### src/rtl/stopwatch_pkg.sv
// Shared types and constants for the SS.cc BCD stopwatch.
package stopwatch_pkg;

  typedef enum logic [1:0] {
    ST_IDLE  = 2'd0,
    ST_RUN   = 2'd1,
    ST_PAUSE = 2'd2
  } state_t;

  localparam int unsigned BCD_W       = 4;
  localparam int unsigned DIGIT_MAX_9 = 9;
  localparam int unsigned DIGIT_MAX_5 = 5;

endpackage

### src/rtl/bcd_digit.sv
// One BCD counter digit that rolls over at MAX and reports a carry on that increment.
module bcd_digit
  import stopwatch_pkg::*;
#(
  parameter int unsigned MAX = DIGIT_MAX_9
) (
  input  logic             clk,
  input  logic             rst,
  input  logic             clr,
  input  logic             inc,
  output logic [BCD_W-1:0] q,
  output logic             carry
);

  logic at_max;

  assign at_max = (q == BCD_W'(MAX));
  assign carry  = inc & at_max;

  always_ff @(posedge clk or posedge rst) begin
    if (rst) begin
      q <= '0;
    end else if (clr) begin
      q <= '0;
    end else if (inc) begin
      q <= at_max ? '0 : q + 1'b1;
    end
  end

endmodule

### src/rtl/stopwatch_core.sv
// Stopwatch core: tick-enabled prescaler, debounced Start/Stop/Clear FSM and a
// four-digit BCD chain counting 00.00-59.99.
module stopwatch_core
  import stopwatch_pkg::*;
#(
  parameter int unsigned TICKS_PER_CS = 10,
  parameter int unsigned PRESC_W      = 8
) (
  input  logic             clk,
  input  logic             rst,
  input  logic             tick_in,
  input  logic             btn_ss,
  input  logic             btn_clr,
  output logic [BCD_W-1:0] cs_ones,
  output logic [BCD_W-1:0] cs_tens,
  output logic [BCD_W-1:0] sec_ones,
  output logic [BCD_W-1:0] sec_tens,
  output logic             running,
  output logic             wrap_pulse
);

  logic         tick_q, tick_pulse;
  logic [1:0]   ss_sync_q, clr_sync_q;
  logic         ss_smp_q, clr_smp_q;
  logic         ss_evt, clr_evt;
  state_t       state_q, state_d;
  logic         running_d;
  logic [PRESC_W-1:0] presc_q;
  logic         count_en, presc_last, cs_inc;
  logic         carry_cs1, carry_cs10, carry_s1, carry_s10;

  assign tick_pulse = tick_in & ~tick_q;

  // Buttons are only looked at on ticks, so bounce inside one tick period is invisible.
  assign ss_evt  = tick_pulse & ss_sync_q[1] & ~ss_smp_q;
  assign clr_evt = tick_pulse & clr_sync_q[1] & ~clr_smp_q;

  always_ff @(posedge clk or posedge rst) begin
    if (rst) begin
      tick_q     <= 1'b0;
      ss_sync_q  <= '0;
      clr_sync_q <= '0;
      ss_smp_q   <= 1'b0;
      clr_smp_q  <= 1'b0;
    end else begin
      tick_q     <= tick_in;
      ss_sync_q  <= {ss_sync_q[0], btn_ss};
      clr_sync_q <= {clr_sync_q[0], btn_clr};
      if (tick_pulse) begin
        ss_smp_q  <= ss_sync_q[1];
        clr_smp_q <= clr_sync_q[1];
      end
    end
  end

  always_ff @(posedge clk or posedge rst) begin
    if (rst) begin
      state_q <= ST_IDLE;
    end else begin
      state_q <= state_d;
    end
  end

  always_comb begin
    state_d = state_q;
    case (state_q)
      ST_IDLE:  if (ss_evt && !clr_evt) state_d = ST_RUN;
      ST_RUN:   if (clr_evt) state_d = ST_IDLE; else if (ss_evt) state_d = ST_PAUSE;
      ST_PAUSE: if (clr_evt) state_d = ST_IDLE; else if (ss_evt) state_d = ST_RUN;
      default:  state_d = ST_IDLE;
    endcase
  end

  always_comb begin
    running_d = (state_d == ST_RUN);
  end

  // Counting uses the pre-edge state, so a stop still counts and a start does not.
  assign count_en   = (state_q == ST_RUN) & tick_pulse;
  assign presc_last = (presc_q == PRESC_W'(TICKS_PER_CS - 1));
  assign cs_inc     = count_en & presc_last & ~clr_evt;

  always_ff @(posedge clk or posedge rst) begin
    if (rst) begin
      presc_q    <= '0;
      running    <= 1'b0;
      wrap_pulse <= 1'b0;
    end else begin
      running    <= running_d;
      wrap_pulse <= carry_s10 & ~clr_evt;
      if (clr_evt) begin
        presc_q <= '0;
      end else if (count_en) begin
        presc_q <= presc_last ? '0 : presc_q + 1'b1;
      end
    end
  end

  // Digits are already zero in IDLE, so clearing on every clear event is harmless.
  bcd_digit #(.MAX(DIGIT_MAX_9)) u_cs_ones (
    .clk   (clk),
    .rst   (rst),
    .clr   (clr_evt),
    .inc   (cs_inc),
    .q     (cs_ones),
    .carry (carry_cs1)
  );

  bcd_digit #(.MAX(DIGIT_MAX_9)) u_cs_tens (
    .clk   (clk),
    .rst   (rst),
    .clr   (clr_evt),
    .inc   (carry_cs1),
    .q     (cs_tens),
    .carry (carry_cs10)
  );

  bcd_digit #(.MAX(DIGIT_MAX_9)) u_sec_ones (
    .clk   (clk),
    .rst   (rst),
    .clr   (clr_evt),
    .inc   (carry_cs10),
    .q     (sec_ones),
    .carry (carry_s1)
  );

  bcd_digit #(.MAX(DIGIT_MAX_5)) u_sec_tens (
    .clk   (clk),
    .rst   (rst),
    .clr   (clr_evt),
    .inc   (carry_s1),
    .q     (sec_tens),
    .carry (carry_s10)
  );

endmodule

### config.mk
export PLATFORM = sky130hd
export DESIGN_NAME = stopwatch_core
export DESIGN_NICKNAME = d
export VERILOG_FILES = /design/src/rtl/stopwatch_pkg.sv /design/src/rtl/bcd_digit.sv /design/src/rtl/stopwatch_core.sv
export SDC_FILE = /design/constraint.sdc
export NUM_CORES = 1
export LEC_CHECK = 0
export CAP_MARGIN = 0
export CORE_ASPECT_RATIO = 1.75
export CORE_MARGIN = 8
export CORE_UTILIZATION = 44
export CTS_BUF_LIST = sky130_fd_sc_hd__clkbuf_16
export DETAILED_ROUTE_END_ITERATION = 8
export PLACE_DENSITY = 0.7
export SYNTH_ARGS = -nofsm -noshare
export SYNTH_HDL_FRONTEND = slang
export SYNTH_SLANG_ARGS = --single-unit
### constraint.sdc
create_clock -name clk -period 1.74 [get_ports clk]
set_input_delay 0.174 -clock clk [delete_from_list [all_inputs] [get_ports clk]]
set_output_delay 0.174 -clock clk [all_outputs]
set_load 0.01 [all_outputs]
==> impl_metrics.toml <==
[final_layout]
fin_util_pct = 66.9
antenna_cells = 0
fin_nets = 250
final_cell_mix = "dfrtp_1, buf_4, clkdlybuf4s50_1"
layout-drive-gt1-share_pct = 33.9
instances_no_fill = 285
syn2layout_area_growth_pct = 49.1
mostFrequentLayoutCell = "dfrtp_1"
final_area_mm2 = 0.00272
nFillCells = 304

[logic_synthesis]
ys_seq_area_share_pct = 48.0
synthArstFlopShare_pct = 100
synth_nets = 189
synth_edf_count = 0
yosysWarnings = 0
synth-seq-cells = 35
synth_ff_type = "dfrtp_1"
avgSynthCellArea_um2 = 10.5
synth_cell_types = 40
syn_inst = 174
synth.cell_area_mm2 = 0.00183

[outcome]
violations = "setup timing"
status = "finished with violations"

[route]
drtIter0Drc = 56
final_antenna_net_count = 0
drcViolationCount = 0
wl_um = 4620
num_vias = 1555
drt-pass1-iter-count = 6
routedWlPerCell_um = 16.2
viasPerCell = 5.46

[die]
num_rows = 31
coreArea_mm2 = 0.00407
ios = 23
initial_core_util_pct = 44.8
die_width_um = 64.7
die_h_um = 101
die_area_mm2 = 0.00655

[clock_network]
path_clk_slew_ns = 0.06
cts-root-buf = "clkbuf_16"
cts.sinks = 35
h-tree-depth = 2
clock_latency_ns = 0.28
numCtsBuffers = 5
cts_buffer_depth = 2
cts_tree = "yes"
hold_buffers = 0

[pwr]
total_power_mw = 2.24
power_frac_comb_pct = 21.0
p_seq_share_pct = 41.3
leakage_nw = 1.26
power_switching_uw = 595
clockPowerShare_pct = 37.6
sw_frac_of_total_pct = 26.5
internal-power_mw = 1.65
power.density_mw_per_mm2 = 824
ir_drop_mv = 0.773

[sta]
layout_min_cycle_time_ns = 1.88
slew_headroom_pct = 70.2
tightest_slew_ns = 0.447
hold_viol = 0
rsz0062_at_grt = "yes"
slew_violations = 0
worst_slack_ns = -0.143
fmax_mhz = 531
setup_viol = 10
fin_worst_skew_ns = 0.00773
fin_hold_ws_ns = 0.298
final.period_utilization_pct = 108

[placement]
gp_congestion = 0.781
io_buffers = 22
place_area_mm2 = 0.00230
dp_hpwl_um = 3050
dp_cells = 266

[global_route]
antenna_found_initial = 0
first_global_vias = 1627
grt_pass1_wl_um = 7660
grtUsageTotal_pct = 14.8
overflow = 0
grt_max_degree = 36

[hold_path]
hp-class = "input pin to async pin"

[critical_path]
critPathArrivalTime_ns = 2.10
slowest_stage = "or4_4"
slowest_delay_ns = 0.54
worstSetupPathType = "flip-flop to flip-flop"
cp_cell_sequence = "inv_2 -> ha_4 -> nor4b_4 -> buf_4 -> nand3_4 -> or4_4 -> a21oi_2"
setup.worst_path.start_class = "flip-flop"
cp_data_required_time_ns = 1.95
crit_path_end_kind = "flip-flop"
worst-path-max-fanout = 6

[flow_run]
cap_viol_max_count = 0
[cell families after synthesis]
kind of cell    synth area share, %
simple gates                   24.5
flops                          48.0
compound gates                 10.8
buf+inv                        3.02
fa+ha+maj                      6.85
xor+xnor                       3.36
mux                            3.50
[worst paths after layout]
| kind | startpoint | to | slack, ns | depth (start not counted) |
|---|---|---|---|---|
| max in group asynchronous | rst | presc_q[6] | 1.12 | 3 |
| hold reg to reg | clr_sync_q[0] | clr_sync_q[1] | 0.35 | 0 |
| setup reg to reg | presc_q[1] | u_sec_ones.q[3] | -0.14 | 7 |
| setup / recovery | presc_q[1] | u_sec_ones.q[3] | -0.14 | 7 |
| min in group clk | btn_clr | clr_sync_q[0] | 0.34 | 1 |
| hold / removal | rst | u_sec_ones.q[3] | 0.30 | 3 |
[layer usage]
metal / global-route usage (%) / wire length, um / vias to the layer above
li1: - / - / 750
met3: 4.32 / 243 / 8
met5: 0 / 0 / -
met1: 15.3 / 1760 / 767
met2: 26.2 / 2510 / 30
met4: 7.26 / 115 / 0
[worst max-delay path: cells and delay by family, from the launching register on]
family	cells	cell delay, ns
simple gates	3	0.89
flops	1	0.38
buf+inv	2	0.26
compound gates	1	0.16
fa+ha+maj	1	0.12
[synth_stat cells (all sizes together) (3+ instances only)]
cell	count	area (um^2)
nand2b	3	18.8
or3	9	60.1
dfrtp	35	876
inv	7	26.3
nor2b	3	18.8
buf	4	21.3
mux2	3	33.8
o21ai	6	30.0
xor2	6	52.6
and3b	4	35.0
or4	4	30.0
nand4	3	25.0
nand3	6	35.0
a21oi	16	80.1
and3	3	21.3
mux2i	3	30.0
nand2	12	45.0
nor2	14	52.6
o2111ai	5	43.8
ha	10	125
[layout make-up]
class | count | area [um^2] | share of cell area (%)
multi-input cells | 126 | 1090 | 40.0
flip-flops and latches | 35 | 876 | 32.2
repair buffers | 60 | 532 | 19.5
clock buffers | 5 | 125 | 4.60
well taps | 49 | 61.3 | 2.25
inverters | 7 | 26.3 | 0.965
clock inverters | 3 | 12.5 | 0.460
[power groups by stage]
stage | registers (mW) | clock network [mW] | logic, mW
after floorplan | 0.948 | 0 | 0.187
after global placement | 0.930 | 0 | 0.356
after detailed placement | 0.934 | 0 | 0.369
after CTS | 0.920 | 0.852 | 0.417
after global routing | 0.932 | 0.879 | 0.512
final | 0.927 | 0.845 | 0.472
[state kept, by name (all words and copies together) (netlist names), 2 cells and up]
register and cells:
u_cs_ones.q 4, ss_sync_q 2, u_cs_tens.q 4, clr_sync_q 2
state_q 2, presc_q 8, u_sec_tens.q 4, u_sec_ones.q 4
[repair_timing]
action	in CTS	in global routing
setup buffers	8	3
pin swaps	15	7
gates resized for setup	24	22
setup endpoints to repair	22	24
[per-stage QoR]
step                      setup slack (ns)  TNS (ns)
final                               -0.143    -0.531
after global routing                -0.221     -1.59
after CTS                           -0.161     -1.11
after detailed placement            -0.209     -2.75
after global placement              -0.148     -1.80
after floorplan                    0.00218         0
(Power assumes the default switching activity.)
